## config.mk

```make
export PLATFORM = sky130hd
export DESIGN_NAME = fft_bitrev_serializer_flat
export DESIGN_NICKNAME = d
export VERILOG_FILES = /design/src/rtl/fft_pkg.sv /design/src/rtl/fft_bitrev_serializer_if.sv /design/src/rtl/fft_frame_bank.sv /design/src/rtl/fft_bitrev_serializer.sv /design/src/flat_wrapper.sv
export SDC_FILE = /design/constraint.sdc
export NUM_CORES = 2
export LEC_CHECK = 0
export CORE_ASPECT_RATIO = 0.7
export CORE_MARGIN = 5
export CORE_UTILIZATION = 60
export DETAILED_ROUTE_END_ITERATION = 12
export PLACE_DENSITY = 0.85
export SYNTH_ARGS = -nofsm -noshare
export SYNTH_HDL_FRONTEND = slang
export SYNTH_SLANG_ARGS = --single-unit
```

## constraint.sdc

```tcl
create_clock -name clk -period 3.2 [get_ports clk]
set_input_delay 0.64 -clock clk [delete_from_list [all_inputs] [get_ports clk]]
set_output_delay 0.64 -clock clk [all_outputs]
set_load 0.05 [all_outputs]
```

## src/rtl/fft_pkg.sv

```systemverilog
// Shared constants, complex-bin type and helpers for the 16-point FFT datapath.
package fft_pkg;

  localparam int FFT_N     = 16;
  localparam int FFT_LOG2N = 4;
  localparam int CPLX_W    = 64;
  localparam int PART_W    = 32;

  typedef struct packed {
    logic signed [PART_W-1:0] re;
    logic signed [PART_W-1:0] im;
  } cplx_t;

  typedef enum logic {
    BANK_EMPTY = 1'b0,
    BANK_FULL  = 1'b1
  } bank_state_t;

  function automatic logic [FFT_LOG2N-1:0] bitrev4(input logic [FFT_LOG2N-1:0] a);
    bitrev4 = {a[0], a[1], a[2], a[3]};
  endfunction

endpackage

```

## src/rtl/fft_bitrev_serializer_if.sv

```systemverilog
// Frame-in / bin-out handshake bundle of the bit-reversal serializer.
interface fft_bitrev_serializer_if;
  import fft_pkg::*;

  logic                      in_valid;
  logic                      in_ready;
  logic [FFT_N*CPLX_W-1:0]   in_bins;
  logic                      out_valid;
  logic                      out_ready;
  logic [CPLX_W-1:0]         out_data;
  logic [FFT_LOG2N-1:0]      out_idx;
  logic                      out_last;

  modport master (
    output in_valid, in_bins, out_ready,
    input  in_ready, out_valid, out_data, out_idx, out_last
  );

  modport slave (
    input  in_valid, in_bins, out_ready,
    output in_ready, out_valid, out_data, out_idx, out_last
  );

endinterface

```

## src/rtl/fft_frame_bank.sv

```systemverilog
// One 16-slot frame buffer: parallel capture of a whole frame, single-slot read mux.
//   state      | meaning
//   BANK_EMPTY | free, may accept a frame
//   BANK_FULL  | holds a frame still being drained
module fft_frame_bank
  import fft_pkg::*;
(
  input  logic                     clk,
  input  logic                     rst_n,
  input  logic                     wr_en,
  input  logic                     rel,
  input  logic [FFT_N*CPLX_W-1:0]  wr_bins,
  input  logic [FFT_LOG2N-1:0]     rd_addr,
  output logic                     full,
  output cplx_t                    rd_data
);

  bank_state_t state_q, state_d;
  cplx_t       mem [FFT_N];

  always_ff @(posedge clk or negedge rst_n) begin
    if (!rst_n) state_q <= BANK_EMPTY;
    else        state_q <= state_d;
  end

  always_comb begin
    state_d = state_q;
    case (state_q)
      BANK_EMPTY: if (wr_en) state_d = BANK_FULL;
      BANK_FULL:  if (rel)   state_d = BANK_EMPTY;
    endcase
  end

  always_ff @(posedge clk or negedge rst_n) begin
    if (!rst_n) begin
      for (int j = 0; j < FFT_N; j++) mem[j] <= '0;
    end else if (wr_en) begin
      for (int j = 0; j < FFT_N; j++) mem[j] <= cplx_t'(wr_bins[j*CPLX_W +: CPLX_W]);
    end
  end

  assign full    = (state_q == BANK_FULL);
  assign rd_data = mem[rd_addr];

endmodule

```

## src/rtl/fft_bitrev_serializer.sv

```systemverilog
// Ping-pong capture of bit-reversed FFT frames, streamed out one bin per beat in natural order.
module fft_bitrev_serializer
  import fft_pkg::*;
(
  input  logic                     clk,
  input  logic                     rst_n,
  fft_bitrev_serializer_if.slave   bus
);

  logic                  wr_sel;
  logic                  rd_sel;
  logic [FFT_LOG2N-1:0]  cnt;
  logic [1:0]            full;
  logic [1:0]            wr_en;
  logic [1:0]            rel;
  cplx_t                 rd_data [2];
  logic                  accept;
  logic                  beat;
  logic                  last_beat;

  // in_ready depends only on flop state, never on in_valid/out_ready.
  assign bus.in_ready  = !full[wr_sel];
  assign accept        = bus.in_valid && bus.in_ready;
  assign bus.out_valid = full[rd_sel];
  assign beat          = bus.out_valid && bus.out_ready;
  assign last_beat     = beat && (cnt == FFT_LOG2N'(FFT_N-1));

  for (genvar b = 0; b < 2; b++) begin : g_bank
    assign wr_en[b] = accept    && (wr_sel == 1'(b));
    assign rel[b]   = last_beat && (rd_sel == 1'(b));

    fft_frame_bank u_bank (
      .clk     (clk),
      .rst_n   (rst_n),
      .wr_en   (wr_en[b]),
      .rel     (rel[b]),
      .wr_bins (bus.in_bins),
      .rd_addr (bitrev4(cnt)),
      .full    (full[b]),
      .rd_data (rd_data[b])
    );
  end

  always_ff @(posedge clk or negedge rst_n) begin
    if (!rst_n) begin
      wr_sel <= 1'b0;
      rd_sel <= 1'b0;
      cnt    <= '0;
    end else begin
      if (accept) wr_sel <= !wr_sel;
      if (last_beat) begin
        cnt    <= '0;
        rd_sel <= !rd_sel;
      end else if (beat) begin
        cnt    <= cnt + 1'b1;
      end
    end
  end

  assign bus.out_data = rd_data[rd_sel];
  assign bus.out_idx  = cnt;
  assign bus.out_last = bus.out_valid && (cnt == FFT_LOG2N'(FFT_N-1));

endmodule

```

## src/flat_wrapper.sv

```systemverilog
// flat-port wrapper written by rule: the top's interface ports become plain ports
module fft_bitrev_serializer_flat import fft_pkg::*;
  (clk, rst_n, bus_in_valid, bus_in_bins, bus_out_ready, bus_in_ready, bus_out_valid, bus_out_data, bus_out_idx, bus_out_last);
  fft_bitrev_serializer_if bus_i ();
  input  logic clk;
  input  logic rst_n;
  input wire logic [$bits(bus_i.in_valid)-1:0] bus_in_valid;
  input wire logic [$bits(bus_i.in_bins)-1:0] bus_in_bins;
  input wire logic [$bits(bus_i.out_ready)-1:0] bus_out_ready;
  output wire logic [$bits(bus_i.in_ready)-1:0] bus_in_ready;
  output wire logic [$bits(bus_i.out_valid)-1:0] bus_out_valid;
  output wire logic [$bits(bus_i.out_data)-1:0] bus_out_data;
  output wire logic [$bits(bus_i.out_idx)-1:0] bus_out_idx;
  output wire logic [$bits(bus_i.out_last)-1:0] bus_out_last;
  assign bus_i.in_valid = bus_in_valid;
  assign bus_i.in_bins = bus_in_bins;
  assign bus_i.out_ready = bus_out_ready;
  assign bus_in_ready = bus_i.in_ready;
  assign bus_out_valid = bus_i.out_valid;
  assign bus_out_data = bus_i.out_data;
  assign bus_out_idx = bus_i.out_idx;
  assign bus_out_last = bus_i.out_last;
  fft_bitrev_serializer u_core (.clk(clk), .rst_n(rst_n), .bus(bus_i));
endmodule
```

==> flow_summary.toml <==
[route]
route.detailed.drc = 0
wire_per_inst_um = 30.6
drtIter0Drc = 9864
ant_nets = 0
vias_per_cell = 6.47
dr_total_vias = 75900
drt_pre_antenna_iters = 7
drt-total-wl_mm = 359

[outcome]
violations = "setup timing"
outcome = "finished, violations left"

[timing]
max_freq_ghz = 0.233
worst_clock_skew_ns = 0.0303
tightestPinTransition_ns = 0.766
setup_viol = 64
fin_hold_ws_ns = 0.354
worst_slack_ns = -1.09
rsz0062_at_grt = "yes"
finalCritPeriodShare_pct = 134
drv_slew = 0
period_needed_ns = 4.29
tns_ns = -45.77
slew-limit-headroom_pct = 48.8
hold_violations = 0

[yosys]
synthMuxAreaShare_pct = 24.3
syn_area_per_cell_sq_um = 11.3
synth_enable_flop_cells = 0
synth.distinct_cells = 34
synth_top_family_by_area = "multiplexers"
netlist_instances = 8168
yosysSeqAreaShare_pct = 55.7
async_reset_ff_share_pct = 100
yosysWarningCount = 0
synthAdderAreaFrac_pct = 0.0135
synth_compound_area_share_pct = 3.02
syn_area_sq_mm = 0.0924
synth-seq-cells = 2056
synthXorXnorAreaFrac_pct = 0.0190
synthSimpleGateAreaFrac_pct = 14.1
synthesis.nets = 9197
ys.flop_type = "dfrtp_1"

[global_route]
grt_overflow = 0
top_usage_layer = "met2"
met2_usage_pct = 60.8
first_global_vias = 76700
met1_usage_pct = 53.9
grt_pass1_wl_mm = 511
grt_start_max_net_pins = 135
antenna_found_initial = 140
grt_use_total_pct = 42.6
grtUsageMet3_pct = 14.8

[final_layout]
fin_cells = 11700
final_layout_size_suffix_gt1_share_pct = 25.7
area_delta_synth_final_pct = 29.3
nets = 10500

[clock_tree]
numClockSinks = 2056
cts_tree = "done"
clk_pin_slew_ns = 0.07
cts-root-buf = "clkbuf_16"
clock_path_buffers = 3
insertion_delay_ns = 0.85
cts-htree-levels = 4
cts_buffers = 188

[placement]
io_buffers = 1098
dp.cells = 11100
dpl.hpwl_mm = 239
gp_congestion = 0.962

[pwr]
p_leak_nw = 56.2
power_density_mw_per_mm2 = 1120
ir_drop_v = 0.00151

[floorplan]
rows = 120
fp.dieW_um = 479
die_area_sq_mm = 0.162
core_sq_mm = 0.153
die_y_um = 338
start_util_pct = 60.4
pin_count = 1099

[flow_run]
maxCapViolCount = 0

[critical_path]
path_max_fanout = 6
end_kind = "output pin"
critPathMaxStageDelay_ns = 0.55
cp_common_cell = "buf_12"
path_delay_family = "buffers and inverters"
crit_buf_inv = 4
crit_path_cell_trace = "buf_12 > buf_16 > mux4_2 > a22oi_2 > nand4_1 > buf_6 > buf_12"
critPathLaunchType = "flop"
criticalPathCategory = "flop to output pin"
crit_path_top_delay_cell = "nand4_1"
cp.required_ns = 2.56
worstPathArrival_ns = 3.65

[worst_hold_path]
holdCritPathClass = "primary input to flop"
[flip-flops by register name, summed over array words and instances (netlist names)]
| signal | cells |
|---|---|
| u_core.g_bank.u_bank.mem | 2048 |
| u_core.bus.out_idx | 4 |
| u_core.g_bank.u_bank.full | 2 |
| u_core.rd_sel | 1 |
| u_core.wr_sel | 1 |
[where the power goes]
part	switching (W)	internal, W
logic	0.0345	0.0289
clock network	0.0105	0.0137
registers	0.00809	0.0386
total	0.0531	0.0811
[synth_stat cells, drive strengths merged, types with 2 or more instances]
cell type | n | area share (%)
mux2i | 514 | 5.6
a21oi | 65 | 0.35
a22oi | 311 | 2.5
mux4 | 256 | 6.2
a22o | 5 | 0.047
nor3 | 2 | 0.011
xnor2 | 2 | 0.019
mux2 | 1027 | 13
nand2 | 3148 | 13
nand4 | 61 | 0.41
o311ai | 2 | 0.019
nor2b | 6 | 0.041
and3 | 2 | 0.014
and3b | 2 | 0.019
nand3 | 129 | 0.70
o21ai | 2 | 0.011
clkbuf | 197 | 0.80
and2 | 4 | 0.027
dfrtp | 2056 | 56
buf | 361 | 2.1
a31oi | 5 | 0.034
nor2 | 3 | 0.015
[per-layer routing]
layer | up-vias | wire (um) | share of wire, %
li1 | 30500 | - | -
met1 | 38400 | 124000 | 35
met2 | 5557 | 155000 | 43
met3 | 1467 | 46400 | 13
met4 | 36 | 33300 | 9.3
met5 | - | 260 | 0.072
[area by class of cell]
| class | instances | area (sq um) |
|---|---|---|
| Sequential cell | 2056 | 51500 |
| Multi-Input combinational cell | 5553 | 39800 |
| Fill cell | 8447 | 33600 |
| Timing Repair Buffer | 1639 | 18800 |
| Tap cell | 2013 | 2520 |
| Inverter | 1 | 3.75 |
| Antenna cell | 122 | 305 |
| Clock inverter | 66 | 900 |
| Clock buffer | 279 | 5630 |
[path summary, 6_finish.rpt]
path | startpoint | end | slack (ns) | cells after the start
worst max-delay path | u_core.bus.out_idx[3]$_DFFE_PN0P_ | bus_out_data[4] | -1.09 | 7
worst min-delay path | bus_in_bins[478] | u_core.g_bank[0].u_bank.mem[542]$_DFFE_PN0P_ | 0.35 | 3
worst max register to register | u_core.wr_sel$_DFFE_PN0N_ | u_core.g_bank[0].u_bank.mem[1004]$_DFFE_PN0P_ | 1.02 | 5
worst min register to register | u_core.g_bank[0].u_bank.mem[186]$_DFFE_PN0P_ | u_core.g_bank[0].u_bank.mem[186]$_DFFE_PN0P_ | 0.47 | 2
max in group asynchronous | rst_n | u_core.g_bank[0].u_bank.mem[596]$_DFFE_PN0P_ | 1.54 | 4
min in group asynchronous | rst_n | u_core.g_bank[0].u_bank.mem[670]$_DFFE_PN0P_ | 0.36 | 2
[metrics by stage]
step	total power (W)	area [sq um]	worst slack, ns	util, %
global route	0.139	119000	-1.08	78.0
floorplan	0.0770	92400	0.154	-
detailed placement	0.0982	108000	-0.551	70.4
finish	0.134	119000	-1.09	78.1
CTS	0.129	118000	-0.910	77.1
global placement	0.0954	108000	-0.516	70.4
[cells by family (layout without fill, tap and decap cells)]
family                     count (synthesis)  in the layout
and+or+nand+nor                         3360           3360
DFF                                     2056           2056
muxes                                   1797           1797
buffers and inverters                    559           1985
AOI/OAI and AO/OA                        393            393
xor gates and xnor gates                   2              2
adders and majority gates                  1              1
other                                      0            122
[placed cells by master, fill, tap and decap left out, types with 36 or more instances in the layout]
cell | Yosys | layout
a21oi_1 | 65 | 64
a22oi_1 | 311 | 165
a22oi_2 | 0 | 146
buf_12 | 0 | 167
buf_16 | 0 | 42
buf_4 | 24 | 217
buf_6 | 15 | 136
clkbuf_1 | 197 | 36
clkbuf_16 | 0 | 195
clkbuf_8 | 0 | 53
clkdlybuf4s50_1 | 0 | 1028
dfrtp_1 | 2056 | 2051
diode_2 | 0 | 122
mux2_2 | 1027 | 1027
mux2i_1 | 514 | 509
mux4_2 | 256 | 256
nand2_1 | 3148 | 3147
nand3_1 | 129 | 49
nand3_2 | 0 | 59
nand4_1 | 61 | 61
[worst register-to-register path, stage by stage (launching register included)]
cell	delay, ns
dfrtp_1	0.42
nor2_1	0.24
and2_4	0.45
buf_12	0.47
nand2_1	0.34
nand2_1	0.20
[repair_timing]
item,4_1_cts,5_1_grt
setup endpoints to repair,70,67
pin swaps,150,135
hold buffers,1,0
gates resized for setup,437,188
cloned,37,4
buffers inserted,93,83
hold endpoints to repair,66,0
Power figures use the tool's default switching activity.
